## src/rtl/ofm_write_sequencer.sv

```systemverilog
// ---------------------------------------------------------------------------
// ofm_write_sequencer
//
// Purpose:
//   Sequences the output-feature-map (OFM) writes of one convolution layer.
//   Filters are processed in groups of SYSTOLIC_SIZE columns. Each group is
//   written as tiles_per_group row-segment tiles. A tile is written as one
//   channel per cycle for read_wgt_size cycles, so every tile write takes
//   read_wgt_size wr_en cycles.
//
// Ports:
//   clk              : single clock, all logic on posedge
//   rst              : synchronous active-high reset
//   layer_start      : one-cycle pulse, begin a layer (accepted only when idle)
//   layer_base_addr  : OFM start address of the layer
//   num_filter       : filters in the layer (0..1023)
//   tiles_per_group  : row-segment tile writes per filter group
//   tile_valid       : array result tile available
//   tile_ready       : one-cycle pulse, tile consumed
//   start            : one-cycle pulse to the OFM address controller
//   start_write_addr : latched copy of layer_base_addr
//   write            : one-cycle pulse, begin one tile write
//   read_wgt_size    : filters in the current group (1..SYSTOLIC_SIZE)
//   count_filter     : index of the current filter group
//   wr_en            : OFM RAM write enable, one channel per cycle
//   wr_channel       : channel within group being written
//   busy             : layer in progress
//   layer_done       : one-cycle pulse, layer complete
//   stall_cycles     : (only with OFM_WRITE_SEQ_PERF_EN) cycles spent waiting
//                      for a tile while busy
//
// Build option:
//   OFM_WRITE_SEQ_PERF_EN : adds the stall_cycles performance counter.
// ---------------------------------------------------------------------------
module ofm_write_sequencer #(
    parameter int SYSTOLIC_SIZE = 16,
    parameter int OFM_RAM_SIZE  = 2205619,
    localparam int AW           = $clog2(OFM_RAM_SIZE)
) (
    input  logic          clk,
    input  logic          rst,
    input  logic          layer_start,
    input  logic [AW-1:0] layer_base_addr,
    input  logic [9:0]    num_filter,
    input  logic [15:0]   tiles_per_group,
    input  logic          tile_valid,
    output logic          tile_ready,
    output logic          start,
    output logic [AW-1:0] start_write_addr,
    output logic          write,
    output logic [4:0]    read_wgt_size,
    output logic [6:0]    count_filter,
    output logic          wr_en,
    output logic [4:0]    wr_channel,
    output logic          busy,
    output logic          layer_done
`ifdef OFM_WRITE_SEQ_PERF_EN
    ,
    output logic [31:0]   stall_cycles
`endif
);

    typedef enum logic [2:0] {
        IDLE       = 3'd0,
        INIT       = 3'd1,
        WAIT_TILE  = 3'd2,
        WRITE      = 3'd3,
        GAP        = 3'd4,
        NEXT_GROUP = 3'd5,
        DONE       = 3'd6
    } state_t;

    localparam logic [9:0]  SS10 = 10'(SYSTOLIC_SIZE);
    localparam logic [4:0]  SS5  = 5'(SYSTOLIC_SIZE);
    localparam logic [10:0] SS11 = 11'(SYSTOLIC_SIZE);

    state_t        r_state;
    state_t        w_next_state;

    logic [9:0]    r_num_filter;
    logic [15:0]   r_tiles_per_group;
    logic [AW-1:0] r_base_addr;
    logic [6:0]    r_groups;
    logic [6:0]    r_count_filter;
    logic [4:0]    r_read_wgt_size;
    logic [15:0]   r_tile_cnt;
    logic [4:0]    r_wr_channel;

    logic          w_start;
    logic          w_write;
    logic          w_wr_en;
    logic          w_done;
    logic          w_busy;
    logic [6:0]    w_groups;
    logic [4:0]    w_first_size;
    logic [6:0]    w_cf_next;
    logic [9:0]    w_group_base;
    logic [4:0]    w_remainder;
    logic          w_next_is_last;
    logic [15:0]   w_tile_inc;

    // ceil(num_filter / SYSTOLIC_SIZE); divisor is a constant
    assign w_groups     = 7'((11'(num_filter) + SS11 - 11'd1) / SS11);
    assign w_first_size = (num_filter > SS10) ? SS5 : num_filter[4:0];

    // Last group carries the leftover filters; the 10-bit difference is at
    // most SYSTOLIC_SIZE so truncating to 5 bits is lossless.
    assign w_cf_next      = r_count_filter + 7'd1;
    assign w_group_base   = 10'(w_cf_next) * SS10;
    assign w_remainder    = 5'(r_num_filter - w_group_base);
    assign w_next_is_last = (w_cf_next == (r_groups - 7'd1));
    assign w_tile_inc     = r_tile_cnt + 16'd1;

    // Next-state and per-state strobes; write/tile_ready are combinational on
    // tile_valid so the tile is taken in the very cycle it is offered.
    always_comb begin
        w_next_state = r_state;
        w_start      = 1'b0;
        w_write      = 1'b0;
        w_wr_en      = 1'b0;
        w_done       = 1'b0;
        w_busy       = 1'b0;
        case (r_state)
            IDLE: begin
                if (layer_start) begin
                    w_next_state = INIT;
                end else begin
                    w_next_state = IDLE;
                end
            end
            INIT: begin
                w_start = 1'b1;
                w_busy  = 1'b1;
                if ((r_num_filter == 10'd0) || (r_tiles_per_group == 16'd0)) begin
                    w_next_state = DONE;
                end else begin
                    w_next_state = WAIT_TILE;
                end
            end
            WAIT_TILE: begin
                w_busy = 1'b1;
                if (tile_valid) begin
                    w_write      = 1'b1;
                    w_next_state = WRITE;
                end else begin
                    w_next_state = WAIT_TILE;
                end
            end
            WRITE: begin
                w_busy  = 1'b1;
                w_wr_en = 1'b1;
                if (r_wr_channel == (r_read_wgt_size - 5'd1)) begin
                    w_next_state = GAP;
                end else begin
                    w_next_state = WRITE;
                end
            end
            GAP: begin
                w_busy = 1'b1;
                if (w_tile_inc < r_tiles_per_group) begin
                    w_next_state = WAIT_TILE;
                end else if (r_count_filter < (r_groups - 7'd1)) begin
                    w_next_state = NEXT_GROUP;
                end else begin
                    w_next_state = DONE;
                end
            end
            NEXT_GROUP: begin
                w_busy       = 1'b1;
                w_next_state = WAIT_TILE;
            end
            DONE: begin
                w_done       = 1'b1;
                w_next_state = IDLE;
            end
            default: begin
                w_next_state = IDLE;
            end
        endcase
    end

    // State register
    always_ff @(posedge clk) begin
        if (rst) begin
            r_state <= IDLE;
        end else begin
            r_state <= w_next_state;
        end
    end

    // Latched layer configuration and group/tile/channel counters
    always_ff @(posedge clk) begin
        if (rst) begin
            r_num_filter      <= 10'd0;
            r_tiles_per_group <= 16'd0;
            r_base_addr       <= '0;
            r_groups          <= 7'd0;
            r_count_filter    <= 7'd0;
            r_read_wgt_size   <= 5'd0;
            r_tile_cnt        <= 16'd0;
            r_wr_channel      <= 5'd0;
        end else begin
            case (r_state)
                IDLE: begin
                    if (layer_start) begin
                        r_num_filter      <= num_filter;
                        r_tiles_per_group <= tiles_per_group;
                        r_base_addr       <= layer_base_addr;
                        r_groups          <= w_groups;
                        r_count_filter    <= 7'd0;
                        r_read_wgt_size   <= w_first_size;
                        r_tile_cnt        <= 16'd0;
                        r_wr_channel      <= 5'd0;
                    end
                end
                WAIT_TILE: begin
                    r_wr_channel <= 5'd0;
                end
                WRITE: begin
                    if (r_wr_channel == (r_read_wgt_size - 5'd1)) begin
                        r_wr_channel <= 5'd0;
                    end else begin
                        r_wr_channel <= r_wr_channel + 5'd1;
                    end
                end
                GAP: begin
                    r_tile_cnt <= w_tile_inc;
                end
                NEXT_GROUP: begin
                    r_count_filter <= w_cf_next;
                    r_tile_cnt     <= 16'd0;
                    if (w_next_is_last) begin
                        r_read_wgt_size <= w_remainder;
                    end else begin
                        r_read_wgt_size <= SS5;
                    end
                end
                default: begin
                end
            endcase
        end
    end

`ifdef OFM_WRITE_SEQ_PERF_EN
    logic [31:0] r_stall_cycles;

    // Stall counter: cycles a busy sequencer waits without a tile offered
    always_ff @(posedge clk) begin
        if (rst) begin
            r_stall_cycles <= 32'd0;
        end else if ((r_state == IDLE) && layer_start) begin
            r_stall_cycles <= 32'd0;
        end else if ((r_state == WAIT_TILE) && !tile_valid) begin
            r_stall_cycles <= r_stall_cycles + 32'd1;
        end else begin
            r_stall_cycles <= r_stall_cycles;
        end
    end

    assign stall_cycles = r_stall_cycles;
`endif

    assign start            = w_start;
    assign write            = w_write;
    assign tile_ready       = w_write;
    assign wr_en            = w_wr_en;
    assign layer_done       = w_done;
    assign busy             = w_busy;
    assign start_write_addr = r_base_addr;
    assign read_wgt_size    = r_read_wgt_size;
    assign count_filter     = r_count_filter;
    assign wr_channel       = r_wr_channel;

endmodule
```

## config.mk

```make
export PLATFORM = sky130hd
export DESIGN_NAME = ofm_write_sequencer
export DESIGN_NICKNAME = d
export VERILOG_FILES = /design/src/rtl/ofm_write_sequencer.sv
export SDC_FILE = /design/constraint.sdc
export NUM_CORES = 1
export LEC_CHECK = 0
export ABC_AREA = 1
export BUFFER_PORTS_ARGS = -buffer_cell sky130_fd_sc_hd__buf_4
export CAP_MARGIN = 40
export CORE_AREA = 4 4 112 114
export CTS_CLUSTER_SIZE = 10
export DETAILED_ROUTE_END_ITERATION = 8
export DIE_AREA = 0 0 116 118
export PLACE_DENSITY = 0.66
export SYNTH_ARGS = -nofsm -noshare
export SYNTH_HDL_FRONTEND = slang
export SYNTH_SLANG_ARGS = --single-unit
```

## constraint.sdc

```tcl
create_clock -name clk -period 2.6 [get_ports clk]
set_clock_uncertainty 0.15 [all_clocks]
set_input_delay 0 -clock clk [delete_from_list [all_inputs] [get_ports clk]]
set_output_delay 0 -clock clk [all_outputs]
set_load 0.1 [all_outputs]
```

==> run_summary.xml <==
<?xml version="1.0" encoding="UTF-8"?>
<metrics>
  <group name="routing">
    <metric name="detailroute.via_count" unit="">5217</metric>
    <metric name="drc_violation_count_after_routing" unit="">0</metric>
    <metric name="antenna_violating_nets_post_route" unit="">0</metric>
    <metric name="dr_iter_0_viols" unit="">252</metric>
    <metric name="wire_per_inst" unit="um">13.3</metric>
    <metric name="wl" unit="um">13800</metric>
    <metric name="drt-vias-per-instance" unit="">5.02</metric>
    <metric name="dr_pass1_iterations" unit="">5</metric>
  </group>
  <group name="logic_synthesis">
    <metric name="yosysWarnings" unit="">0</metric>
    <metric name="post_synth_num_cell_types" unit="">32</metric>
    <metric name="yosysMostFrequentCell" unit="">sky130_fd_sc_hd__nand2_1</metric>
    <metric name="instance_count_of_the_mapped_netlist" unit="">742</metric>
    <metric name="synth_enable_flop_cells" unit="">0</metric>
    <metric name="mapped_nets" unit="">821</metric>
    <metric name="synth_top_area_cell" unit="">sky130_fd_sc_hd__dfxtp_1</metric>
    <metric name="synth.ff_latch_count" unit="">91</metric>
    <metric name="synthArstFlopShare" unit="">0</metric>
    <metric name="synth_top_flop_cell" unit="">sky130_fd_sc_hd__dfxtp_1</metric>
    <metric name="seq_area_frac_synth" unit="">0.360</metric>
    <metric name="syn_area_per_cell" unit="um^2">6.82</metric>
    <metric name="syn-cell-area" unit="um^2">5060</metric>
    <metric name="synth.area.top_cells" unit="">sky130_fd_sc_hd__dfxtp_1 (36%), sky130_fd_sc_hd__nand2_1 (15%), sky130_fd_sc_hd__a21oi_1 (9.8%)</metric>
    <metric name="yosysTopAreaCellShare" unit="">0.360</metric>
    <metric name="synth_commonest_cells" unit="">sky130_fd_sc_hd__nand2_1 (202), sky130_fd_sc_hd__a21oi_1 (99), sky130_fd_sc_hd__dfxtp_1 (91), sky130_fd_sc_hd__inv_1 (91), sky130_fd_sc_hd__o21ai_0 (47)</metric>
  </group>
  <group name="grt">
    <metric name="grt_most_used_layer" unit="">met2</metric>
    <metric name="grt_start_max_net_pins" unit="">54</metric>
    <metric name="grt_pass1_vias" unit="">5221</metric>
    <metric name="grt_use_met3" unit="">0.0550</metric>
    <metric name="grt_first_pass_wirelength" unit="um">23300</metric>
    <metric name="grt_util_met1" unit="">0.233</metric>
    <metric name="grtUsageTotal" unit="">0.207</metric>
    <metric name="grt_overflow_total" unit="">0</metric>
    <metric name="groute.layer.met2.usage" unit="">0.366</metric>
    <metric name="initial_antenna_violation_count" unit="">0</metric>
  </group>
  <group name="finish">
    <metric name="num-nets-final" unit="">971</metric>
    <metric name="areaGrowthSynthToFinish" unit="%">35.5</metric>
    <metric name="antennaDiodeCount" unit="">0</metric>
    <metric name="final-instance-count-excl-fill" unit="">1040</metric>
    <metric name="share_of_final_layout_standard_cells_stronger_than_drive_strength_1" unit="">0.185</metric>
    <metric name="nFillCells" unit="">1026</metric>
  </group>
  <group name="die">
    <metric name="std_cell_rows" unit="">39</metric>
    <metric name="num_io_pins" unit="">97</metric>
    <metric name="fp.coreArea" unit="um^2">11400</metric>
    <metric name="die_height" unit="um">118</metric>
    <metric name="fp.dieArea" unit="um^2">13700</metric>
    <metric name="starting_density_of_the_core" unit="">0.443</metric>
    <metric name="die_w" unit="um">116</metric>
  </group>
  <group name="setup_path">
    <metric name="ff2ff_path_depth" unit="">17</metric>
    <metric name="cp_max_fo" unit="">3</metric>
    <metric name="worstSetupStartpointType" unit="">register</metric>
    <metric name="critical_path_arrival" unit="ns">2.54</metric>
    <metric name="worst-endpoint-required" unit="ns">2.67</metric>
    <metric name="worst_setup_path_type" unit="">reg2reg</metric>
    <metric name="cp-end-kind" unit="">register</metric>
  </group>
  <group name="flow_run">
    <metric name="maxCapViolations" unit="">0</metric>
  </group>
  <group name="clock_tree">
    <metric name="cts_buffer_depth" unit="">2</metric>
    <metric name="skew_pair_late_insertion_delay" unit="ns">0.35</metric>
    <metric name="tritoncts" unit="">yes</metric>
    <metric name="inserted_clock_buffers" unit="">9</metric>
    <metric name="cts.htree.levels" unit="">3</metric>
    <metric name="path_clk_slew" unit="ns">0.07</metric>
    <metric name="cts_sinks" unit="">91</metric>
    <metric name="clk_root_buffer_cell" unit="">sky130_fd_sc_hd__clkbuf_16</metric>
  </group>
  <group name="status">
    <metric name="status" unit="">complete, but fails checks</metric>
    <metric name="failed_checks" unit="">negative hold slack</metric>
  </group>
  <group name="worst_hold_path">
    <metric name="hold_path.class" unit="">in2reg</metric>
    <metric name="hold_depth" unit="">4</metric>
  </group>
  <group name="placed_design">
    <metric name="port_buffer_count" unit="">96</metric>
    <metric name="dp_hpwl" unit="um">9660</metric>
    <metric name="placedCellCount" unit="">965</metric>
    <metric name="place_congestion" unit="">0.911</metric>
  </group>
  <group name="power_and_ir_drop">
    <metric name="cellLeakagePower" unit="nW">3.12</metric>
    <metric name="ir_drop" unit="mV">0.521</metric>
    <metric name="total_power" unit="mW">4.51</metric>
    <metric name="power_density" unit="nW/um^2">658</metric>
  </group>
  <group name="sta">
    <metric name="grt_setup_unrepaired" unit="">yes</metric>
    <metric name="setup_viol" unit="">0</metric>
    <metric name="slew_violations" unit="">0</metric>
    <metric name="max_slew_margin" unit="">0.612</metric>
    <metric name="achievable-frequency" unit="GHz">0.405</metric>
    <metric name="final-hold-violation-count" unit="">4</metric>
    <metric name="least_margin_pin_slew" unit="ns">0.582</metric>
    <metric name="period_share" unit="">0.949</metric>
    <metric name="holdWs" unit="ns">-0.00339</metric>
    <metric name="timing.final.crit_period" unit="ns">2.47</metric>
  </group>
</metrics>
==> layout make-up <==
cell class | count | area (um^2) | area share
Multi-Input combinational cell | 527 | 2790 | 0.406
Sequential cell | 91 | 1830 | 0.267
Timing Repair Buffer | 168 | 1410 | 0.206
Inverter | 95 | 357 | 0.0520
Clock buffer | 10 | 229 | 0.0334
Tap cell | 143 | 179 | 0.0261
Clock inverter | 6 | 63.8 | 0.00930
==> report_power, final <==
group          switching (mW)  internal, mW  total [mW]
Clock                   0.557         0.745        1.30
Sequential             0.0907          1.53        1.62
Combinational            1.10         0.488        1.59
==> worst max-delay path, cell delays in order, from the launching register on <==
cell and delay [ns]:
sky130_fd_sc_hd__dfxtp_2 0.34, sky130_fd_sc_hd__inv_2 0.06, sky130_fd_sc_hd__nor3_4 0.22, sky130_fd_sc_hd__nand2_2 0.09, sky130_fd_sc_hd__nor2_2 0.08, sky130_fd_sc_hd__nand2_1 0.07, sky130_fd_sc_hd__nor2_1 0.09, sky130_fd_sc_hd__nand3_1 0.09
sky130_fd_sc_hd__and2_1 0.16, sky130_fd_sc_hd__ha_1 0.28, sky130_fd_sc_hd__nand2_1 0.09, sky130_fd_sc_hd__inv_1 0.05, sky130_fd_sc_hd__nand3_2 0.07, sky130_fd_sc_hd__inv_1 0.04, sky130_fd_sc_hd__a21oi_1 0.17, sky130_fd_sc_hd__nand2_2 0.10
sky130_fd_sc_hd__a21oi_1 0.14, sky130_fd_sc_hd__nor2_1 0.05
==> cell families after synthesis <==
family,after synthesis,share of synthesized area
flops,91,0.360
xor+xnor,23,0.0398
simple gates,322,0.277
fa+ha+maj,27,0.0668
buf+inv,124,0.0979
compound gates,155,0.158
==> sequential cells by signal, summed over array words and instances (netlist names) <==
register / count
wr_channel: 5
r_num_filter: 10
count_filter: 7
r_tiles_per_group: 16
read_wgt_size: 5
r_groups: 7
r_tile_cnt: 16
r_state: 3
start_write_addr: 22
==> worst paths after layout <==
kind | end | slack (ns) | startpoint
max | r_state[2]$_SDFF_PP0_ | 0.13 | r_tile_cnt[4]$_SDFFE_PP0P_
min | r_tiles_per_group[14]$_SDFFE_PP0P_ | -0.003 | rst
max reg2reg | r_state[2]$_SDFF_PP0_ | 0.13 | r_tile_cnt[4]$_SDFFE_PP0P_
min reg2reg | r_num_filter[5]$_SDFFE_PP0P_ | 0.31 | r_num_filter[5]$_SDFFE_PP0P_
==> cell usage in the layout (no fill, tap or decap), types with 8 or more instances in the layout <==
cell type / instances
sky130_fd_sc_hd__nand3_1: 26
sky130_fd_sc_hd__nand2_1: 199
sky130_fd_sc_hd__ha_1: 26
sky130_fd_sc_hd__nand4_1: 19
sky130_fd_sc_hd__o21ai_0: 46
sky130_fd_sc_hd__xnor2_1: 9
sky130_fd_sc_hd__nor2_1: 39
sky130_fd_sc_hd__dfxtp_1: 85
sky130_fd_sc_hd__nand2_2: 8
sky130_fd_sc_hd__buf_4: 110
sky130_fd_sc_hd__inv_1: 88
sky130_fd_sc_hd__clkbuf_16: 9
sky130_fd_sc_hd__dlygate4sd3_1: 57
sky130_fd_sc_hd__a21oi_1: 99
sky130_fd_sc_hd__xor2_1: 14
==> per-layer routing <==
layer  wire [um]  part of all wire  vias to the layer above
li1            -                 -                     2695
met1        5710              0.41                     2361
met2        7040              0.51                      133
met3         726             0.053                       28
met4         322             0.023                        0
met5           0                 0                        -
==> metrics by stage <==
stage	instance area, um^2	setup WS [ns]	TNS [ns]	hold WS (ns)	utilization
finish	6860	0.132	0	-0.00339	0.601
global route	6860	-0.165	-0.453	0.0202	0.601
CTS	6800	0.0117	0	0.00201	0.595
detailed placement	5930	0.0167	0	0.111	0.519
global placement	5920	0.0942	0	0.101	0.518
floorplan	5060	0.107	0	-0.00785	-
==> what timing repair did <==
action | in CTS | in global routing
hold buffers | 57 | 0
hold endpoints to repair | 61 | 0
gates resized for setup | 3 | 17
pin swaps | 0 | 3
endpoints found under the setup margin | 1 | 3
setup buffers | 0 | 2
Note: power is estimated with default switching activity, not from simulation.
